**src/rtl/change_dispenser.sv**
```systemverilog
// change_dispenser: pays out an amount in cents as one-hot coin pulses, largest coin first.
module change_dispenser #(
  parameter int WIDTH = 11,
  parameter int PULSE_CYCLES = 4,
  parameter int GAP_CYCLES = 4
) (
  input  logic             clk,
  input  logic             rst_n,
  input  logic             start,
  input  logic [WIDTH-1:0] amount,
  output logic             busy,
  output logic             done,
  output logic             short,
  output logic             dollar_out,
  output logic             quarter_out,
  output logic             dime_out,
  output logic             nickel_out,
  output logic [WIDTH-1:0] remaining,
  output logic [4:0]       coin_count
);
  localparam int MAXC = PULSE_CYCLES > GAP_CYCLES ? PULSE_CYCLES : GAP_CYCLES;
  localparam int CW = $clog2(MAXC + 1);
  typedef enum logic [2:0] {IDLE, SELECT, PULSE, GAP, DONE} state_t;
  state_t state, state_n;
  logic [CW-1:0] cnt;
  logic [3:0] coin, pick;
  logic [6:0] val;
  logic pulse_end, gap_end;
  assign pick = remaining >= WIDTH'(100) ? 4'b1000 :
                remaining >= WIDTH'(25)  ? 4'b0100 :
                remaining >= WIDTH'(10)  ? 4'b0010 :
                remaining >= WIDTH'(5)   ? 4'b0001 : 4'b0000;
  assign val = coin[3] ? 7'd100 : coin[2] ? 7'd25 : coin[1] ? 7'd10 : 7'd5;
  assign pulse_end = state == PULSE && cnt == CW'(PULSE_CYCLES - 1);
  assign gap_end = state == GAP && cnt == CW'(GAP_CYCLES - 1);
  assign busy = state == SELECT || state == PULSE || state == GAP;
  assign done = state == DONE;
  assign {dollar_out, quarter_out, dime_out, nickel_out} = coin;
  always_ff @(posedge clk or negedge rst_n)
    if (!rst_n) state <= IDLE;
    else state <= state_n;
  always_comb begin
    state_n = state;
    case (state)
      IDLE:    state_n = start ? SELECT : IDLE;
      SELECT:  state_n = pick != 4'b0000 ? PULSE : DONE;
      PULSE:   state_n = pulse_end ? GAP : PULSE;
      GAP:     state_n = gap_end ? SELECT : GAP;
      DONE:    state_n = IDLE;
      default: state_n = IDLE;
    endcase
  end
  // Coin lines are registered: loaded in SELECT, cleared on the last PULSE edge.
  always_ff @(posedge clk or negedge rst_n)
    if (!rst_n) begin
      cnt <= '0;
      coin <= '0;
      short <= 1'b0;
      remaining <= '0;
      coin_count <= '0;
    end else begin
      cnt <= ((state == PULSE && !pulse_end) || (state == GAP && !gap_end)) ? cnt + CW'(1) : '0;
      if (state == IDLE && start) begin
        remaining <= amount;
        coin_count <= '0;
        short <= 1'b0;
      end
      if (state == SELECT) begin
        coin <= pick;
        if (pick == 4'b0000) short <= remaining != '0;
      end
      if (pulse_end) begin
        coin <= '0;
        remaining <= remaining - WIDTH'(val);
        coin_count <= coin_count + 5'd1;
      end
    end
endmodule

```
**config.mk**
```make
export PLATFORM = sky130hd
export DESIGN_NAME = change_dispenser
export DESIGN_NICKNAME = d
export VERILOG_FILES = /design/src/rtl/change_dispenser.sv
export SDC_FILE = /design/constraint.sdc
export NUM_CORES = 1
export LEC_CHECK = 0
export CAP_MARGIN = 0
export CORE_MARGIN = 5
export CORE_UTILIZATION = 30
export CTS_CLUSTER_SIZE = 25
export DETAILED_ROUTE_END_ITERATION = 6
export GPL_TIMING_DRIVEN = 0
export HOLD_SLACK_MARGIN = 0.1
export PLACE_DENSITY_LB_ADDON = 0.15
export SLEW_MARGIN = 25
export SYNTH_ARGS = -nofsm -noshare
export SYNTH_HDL_FRONTEND = slang
export SYNTH_SLANG_ARGS = --single-unit
```
**constraint.sdc**
```tcl
create_clock -name clk -period 6.1 [get_ports clk]
set_input_delay 1.22 -clock clk [delete_from_list [all_inputs] [get_ports clk]]
set_output_delay 1.22 -clock clk [all_outputs]
set_load 0.01 [all_outputs]
```
After elaboration in Yosys (flattened, before gate mapping):

Cells that the tools add are included.

* equality and inequality tests: 5
* reductions and logical operators: 16
* magnitude comparators: 4
* mux-type cells: 22
* $add $sub $neg: 3

Operators by type and width (number)
* 11-bit two-way mux: 2
* 4-bit two-way mux: 4
* 5-bit two-way mux: 3
* 3-bit case mux with 4 select lines: 1
* 11-bit by 3-bit >= comparator with 1-bit output (second input constant): 1
* 11-bit by 4-bit >= comparator with 1-bit output (second input constant): 1
* 11-bit by 5-bit >= comparator with 1-bit output (second input constant): 1
* 11-bit by 7-bit >= comparator with 1-bit output (second input constant): 1
* 11-bit nonzero test: 1
* 11-bit by 7-bit subtractor with 11-bit output: 1
* 3-bit by 2-bit == test with 1-bit output (second input constant): 3
* 3-bit two-way mux: 3
* 7-bit two-way mux: 1
* 1-bit two-way mux: 6
* 5-bit by 1-bit adder with 5-bit output (second input constant): 1
* 1-bit logical AND: 5
* 4-bit zero test: 1
* 2-bit two-way mux: 2
* 2-bit nonzero test: 2
* 4-bit nonzero test: 1
* 3-bit by 1-bit adder with 3-bit output (second input constant): 1
* 3-bit by 1-bit == test with 1-bit output (second input constant): 1
* 3-bit == test (second input constant): 1
* 3-bit zero test: 1
* 2 further kinds: 5

* word-level logic and storage cells: 56
* output and inout bits: 23
* register bits: 27
* input bits: 14

Logic depth before layout (Yosys ltp):

Gate-level depths: netlist of the first run.

* depth after elaboration: 8
* depth in mapped cells: 9
* gate-level depth less buffers: 9

Worst setup path before layout of the first run:

Ideal clock, no wire load.

* path type: input -> register
* start: input port start
* end: register remaining[8]
* setup slack: 3.660 ns
* cell stages on the path: 4
* library setup time: 0.126 ns
* arrival: 2.313 ns
* required time: 5.974 ns
* path buffers: 0
* cells stage by stage: nor2b_2 -> o21ai_2 -> or4_1 -> a311o_1

* cells in the longest elaborated chain, start to end: 2

Ends and longest elaborated chain
* from (decl): line 9 `input logic start,`
* 1-bit logical AND: line 63 `if (state == IDLE && start) begin`
* 2-bit nonzero test (no source line)
* to (signal assigned): line 64 `remaining <= amount;`
* to (signal assigned): line 74 `remaining <= remaining - WIDTH'(val);`
* to (decl): line 18 `output logic [WIDTH-1:0] remaining,`

Every way passes these cells.
A chain may end at the register's enable or synchronous reset.

Worst setup path after layout of the first run:

* start: register state[1]
* end: output port done

* cells in the longest elaborated chain, start to end: 1

Ends and longest elaborated chain
* from (decl): line 24 `state_t state, state_n;`
* from (signal assigned): line 41 `else state <= state_n;`
* 3-bit == test: line 37 `assign done = state == DONE;`
* to (decl): line 12 `output logic done,`

Every way passes these cells.

==> qor.yml, run 1 <==
outcome: "complete, no violations"
htreeDepth: 1
drtIter0Drc: 57
grt_max_degree: 28
max_stage_delay_ns: 0.52
routedWlPerCell_um: 14.3
worstPathCellList: "buf_4, nor2_1, and2_1, clkdlybuf4s50_1"
numPortBuffers: 36
ys_ff_latch: 27
ant_nets: 0
clk_path_buf_depth: 2
clock-sinks: 27
post-cts-setup-buffers: 0
skew_ns: 0.00134
dp_slack_ns: 3.05
finalSetupTns_ns: 0
drive_above_1_share: 0.0598
syn_avg_cell_area_um2: 8.87
synthesis.nets: 219
critPathSlowestCell: "clkdlybuf4s50_1"
holdBufCountCts: 0
die_x_um: 85.8
maxCapViolCount: 0
drt_wl_total_um: 4380
drc_errors: 0
setup_ws_ns: 3.26
r2r-start: "coin[2]"
startpoint: "state[1]"
required_ns: 4.88
powerDensity_nw_per_um2: 134
die-area_um2: 7350
period_share: 0.465
yosysWarnings: 0
io_pins: 37
p_leak_nw: 1.01
clkLatencyLatePin_ns: 0.27
rr_worst_depth: 8
slew_viol_final: 0
ir_worst_vdd_v: 0.0000733
relSlewSlack: 0.564
worstPathArrival_ns: 1.62
antennaDiodeCount: 0
hp-class: "reg -> reg"
num_vias: 1509
antenna_found_initial: 0
syn2layout_area_growth_pct: 28.5
grt_use_total: 0.125
crit_path_start_kind: "register"
cp-end-kind: "output pin"
clkTransAtPathRegs_ns: 0.10
cts_root_buf: "clkbuf_8"
setup_viol_count_final: 0
post-route-min-period_ns: 2.84
rr_endpoint: "remaining[8]"
cts_buffers: 3
yosys_most_used_dff: "dfrtp_1"
finalHoldViolCount: 0
cts_tree: "yes"
layout.nets: 260
synth_seq_area_share: 0.392
viasPerCell: 4.93
synth.distinct_cells: 47
dp.final_hpwl_um: 3360
core_um2: 5540
cts_resized: 0
drtPass1Iterations: 4
rrSetupSlack_ns: 3.57
async_flop_share: 1.00
crit_fanout: 10
overflow: 0
initial_core_util: 0.311
die_y_um: 85.8
first_global_vias: 1529
fmax_mhz: 353
synth_edf_count: 0
gp_congestion: 0.734
path_class: "reg -> out"
tightest_slew_ns: 0.650
syn-cell-area_um2: 1720
rsz0062_at_grt: "no"
grt_pass1_wl_um: 7420
netlist_instances: 194
endpoint: "done"
placementRows: 27
whs_ns: 0.450
-- kinds of logic (layout without fill, tap and decap cells) --
family | count (synthesis) | in the layout | share of synthesized area
compound gates | 55 | 55 | 0.205
simple gates | 77 | 77 | 0.231
fa+ha+maj | 11 | 11 | 0.0843
xor+xnor | 2 | 2 | 0.0102
mux | 7 | 7 | 0.0407
flops | 27 | 27 | 0.392
buf+inv | 15 | 55 | 0.0363
-- synth_stat cells (2+ instances only) --
master     n  share of area
a21oi_1   10          0.029
a221oi_1   2          0.010
a22o_1     3          0.015
a22oi_1    2         0.0087
a31oi_1    2         0.0073
and2_1     3          0.011
and3_1     2         0.0073
buf_2      2         0.0058
clkbuf_1   2         0.0044
dfrtp_1   27           0.39
ha_1      10          0.073
inv_1      9          0.020
mux2i_1    7          0.041
nand2_1   18          0.039
nand2b_1   4          0.015
nand3_1    5          0.015
nor2_1    21          0.046
nor2b_1    2         0.0073
nor3_1     4          0.012
o21a_1     4          0.017
o21ai_0    9          0.026
o21ai_1   10          0.029
o21bai_1   2         0.0087
o22ai_1    2         0.0073
or3_1      5          0.018
or4_1      5          0.022
xor2_1     2          0.010
-- worst max-delay path, delay by kind of cell, from the launching register on --
family,cells,cell delay (ns)
buffers and inverters,2,0.68
flip-flops,1,0.38
AND/OR/NAND/NOR,2,0.28
-- registers in the layout (all words and copies together) (netlist names) --
register    count
coin_count      5
remaining      11
short           1
coin            4
state           3
cnt             3
-- report_power, final --
group | internal, W | switching, W
clock | 0.0000469 | 0.0000592
sequential | 0.000179 | 0
combinational | 0.00000714 | 0.00000477
-- cell type report --
class | instances | area, um2
fillers | 600 | 3330
multi-input cells | 152 | 983
flip-flops and latches | 27 | 676
repair buffers | 36 | 355
well taps | 72 | 90.1
clock buffers | 4 | 45.0
inverters | 10 | 37.5
plain buffers | 5 | 25.0
-- worst min-delay path by stage --
stage               startpoint  endpoint  slack (ns)  depth (start not counted)
floorplan               cnt[0]    cnt[0]        0.41                          1
global placement        cnt[0]    cnt[0]        0.43                          1
detailed placement      cnt[0]    cnt[0]        0.44                          1
CTS                     cnt[0]    cnt[0]        0.46                          1
global route            cnt[0]    cnt[0]        0.46                          1
finish                  cnt[0]    cnt[0]        0.45                          1
-- metal layers --
metal	GRT usage	wire, um	vias up
li1	-	-	778
met1	0.175	2090	709
met2	0.207	2140	18
met3	0.0144	112	4
met4	0.0302	38	0
met5	0	0	-
-- per-stage QoR --
stage	power, W	utilization	area, um2	cells
3_3_place_gp	0.000195	0.392	2170	302
2_1_floorplan	0.000183	-	1720	194
4_1_cts	0.000301	0.399	2210	306
6_report	0.000297	0.399	2210	306
5_1_grt	0.000308	0.399	2210	306
3_5_place_dp	0.000195	0.391	2170	302
-- cells in the final DEF, fill, tap and decap left out, types with 2 or more instances in the layout --
| cell type | count |
|---|---|
| o21bai_1 | 2 |
| and2_1 | 3 |
| nor2b_1 | 2 |
| ha_1 | 10 |
| nand3_1 | 5 |
| a31oi_1 | 2 |
| and3_1 | 2 |
| a21oi_1 | 10 |
| clkbuf_1 | 3 |
| o21a_1 | 4 |
| o21ai_0 | 9 |
| clkbuf_8 | 3 |
| nand2b_1 | 4 |
| a221oi_1 | 2 |
| clkdlybuf4s50_1 | 35 |
| xor2_1 | 2 |
| nand2_1 | 18 |
| buf_2 | 3 |
| dfrtp_1 | 27 |
| or4_1 | 5 |
| or3_1 | 5 |
| nor2_1 | 21 |
| o21ai_1 | 10 |
| mux2i_1 | 7 |
| a22oi_1 | 2 |
| inv_1 | 9 |
| nor3_1 | 4 |
| a22o_1 | 3 |
| o22ai_1 | 2 |
Note: power is estimated with default switching activity, not from simulation.
==> run 2: changes to the inputs <==
==> constraint.sdc (replaced) <==
create_clock -name clk -period 2.3 [get_ports clk]
set_input_delay 0.46 -clock clk [delete_from_list [all_inputs] [get_ports clk]]
set_output_delay 0.46 -clock clk [all_outputs]
set_load 0.01 [all_outputs]
==> run 2 against run 1 <==
  * Total power increased to 2.6 times the previous value
  * Count of clock-buffer cells in the layout unchanged
  * Critical path depth increased by 5
  * Worst hold slack got worse by 0.25 ns
==> qor.yml, run 2 (synthesis gave the netlist of run 1 again) <==
final_cells: 312
period_share: 0.988
cts_tree: "yes"
numPortBuffers: 36
final_core_util: 0.415
crit_path_start_kind: "register"
maxCapViolCount: 0
fmax_mhz: 440
dp.final_hpwl_um: 3370
die-area_um2: 7350
place_area_um2: 2170
grt_max_degree: 28
post-route-min-period_ns: 2.27
largest_reg_flops: 11
cts_buffers: 3
tightest_slew_ns: 0.645
die_y_um: 85.8
slew_viol_final: 0
ir_worst_vdd_v: 0.000217
combPwrFrac: 0.040
drc_errors: 0
syn2layout_area_growth_pct: 33.4
most-common-layout-cells: "clkdlybuf4s50_1, dfrtp_1, nor2_1, nand2_1"
p_int_w: 0.000617
placementRows: 27
drtPass1Iterations: 4
antennaDiodeCount: 0
cts_root_buf: "clkbuf_8"
fin_area_um2: 2300
clock-sinks: 27
crit_fanout: 4
pwr-share-clk: 0.353
outcome: "complete, no violations"
relSlewSlack: 0.570
mostFrequentLayoutCell: "clkdlybuf4s50_1"
htreeDepth: 1
reg_top3: "remaining: 11 flops, coin_count: 5 flops, coin: 4 flops"
powerDensity_nw_per_um2: 340
routedWlPerCell_um: 14.6
drt_wl_total_um: 4550
m1WireLength_um: 2190
grt_pass1_wl_um: 7420
p_leak_nw: 1.03
antenna_found_initial: 0
finalSetupTns_ns: 0
gp_congestion: 0.735
power.share.switching: 0.210
drtIter0Drc: 59
clk_path_buf_depth: 2
core_um2: 5540
drive_above_1_share: 0.133
dr_wl_met2_um: 2180
rsz0062_at_grt: "yes"
p_seq_frac: 0.607
io_pins: 37
dp_cells: 302
top_layer: "met4"
clkLatencyLatePin_ns: 0.27
layout.nets: 266
worstPathArrival_ns: 2.43
ant_nets: 0
p_sw_w: 0.000164
hp-class: "in -> async"
required_ns: 2.46
viasPerCell: 5.04
skew_ns: 0.00477
setup_viol_count_final: 0
finalHoldViolCount: 0
initial_core_util: 0.311
clkTransAtPathRegs_ns: 0.10
largest-register: "remaining"
first_global_vias: 1535
path_class: "reg -> reg"
grt_use_total: 0.126
overflow: 0
met3WireLength_um: 136
die_x_um: 85.8
cp-end-kind: "register"
num_vias: 1574
run 2: changes by cell type in the layout (fill, tap and decap cells not counted), moves of 2 or more:
cell / previous run / this run
a21oi_1: 10 / 8
buf_4: 1 / 7
dfrtp_1: 27 / 24
dfrtp_2: 0 / 3
inv_1: 9 / 7
o21ai_2: 1 / 3
run 2: routing by layer:
layer  vias up  GRT usage
met5         -          0
met4         0     0.0302
met3         4     0.0173
met2        21      0.218
met1       752      0.167
li1        797          -
run 2: metrics by stage:
| step | total power [W] | hold WS [ns] | worst slack [ns] |
|---|---|---|---|
| 5_1_grt | 0.000821 | 0.260 | -0.0735 |
| 3_5_place_dp | 0.000516 | 0.441 | -0.149 |
| 4_1_cts | 0.000798 | 0.223 | -0.0396 |
| 2_1_floorplan | 0.000485 | 0.164 | 0.0179 |
| 3_3_place_gp | 0.000517 | 0.437 | -0.159 |
| 6_report | 0.000781 | 0.204 | 0.0267 |
run 2: worst max-delay path, cell delays in order (launching register included):
cell	delay [ns]
dfrtp_2	0.43
inv_2	0.05
a21oi_2	0.13
ha_2	0.21
fa_2	0.22
nand2b_4	0.14
a21oi_4	0.07
o31a_1	0.25
or4_1	0.40
a311o_1	0.27
run 2: final cells by class:
cell class	instances	area, um2
Inverter	10	40.0
Sequential cell	27	679
Fill cell	602	3240
Clock buffer	4	45.0
Multi-Input combinational cell	152	1020
Timing Repair Buffer	42	400
Tap cell	72	90.1
Buffer	5	26.3
run 2: repair_timing:
item | in CTS | in global routing
resized for setup | 9 | 7
endpoints found under the setup margin | 1 | 3
pin swaps | 4 | 4
setup buffers | 5 | 1
hold buffers | 0 | 0
run 2: path summary, 6_finish.rpt:
kind	startpoint	endpoint	slack [ns]	depth (start not counted)
max reg2reg	coin[2]	remaining[8]	0.03	9
max in group asynchronous	rst_n	coin[3]	1.64	1
max	coin[2]	remaining[8]	0.03	9
min reg2reg	cnt[0]	cnt[0]	0.44	1
min	rst_n	remaining[9]	0.20	1
min in group clk	cnt[0]	cnt[0]	0.44	1
run 2: power groups by stage:
stage          clock network, W  registers, W     logic, W
2_1_floorplan                 0      0.000484  0.000000761
3_3_place_gp                  0      0.000484    0.0000337
3_5_place_dp                  0      0.000484    0.0000325
4_1_cts                0.000291      0.000474    0.0000326
5_1_grt                0.000311      0.000474    0.0000352
6_report               0.000276      0.000474    0.0000313
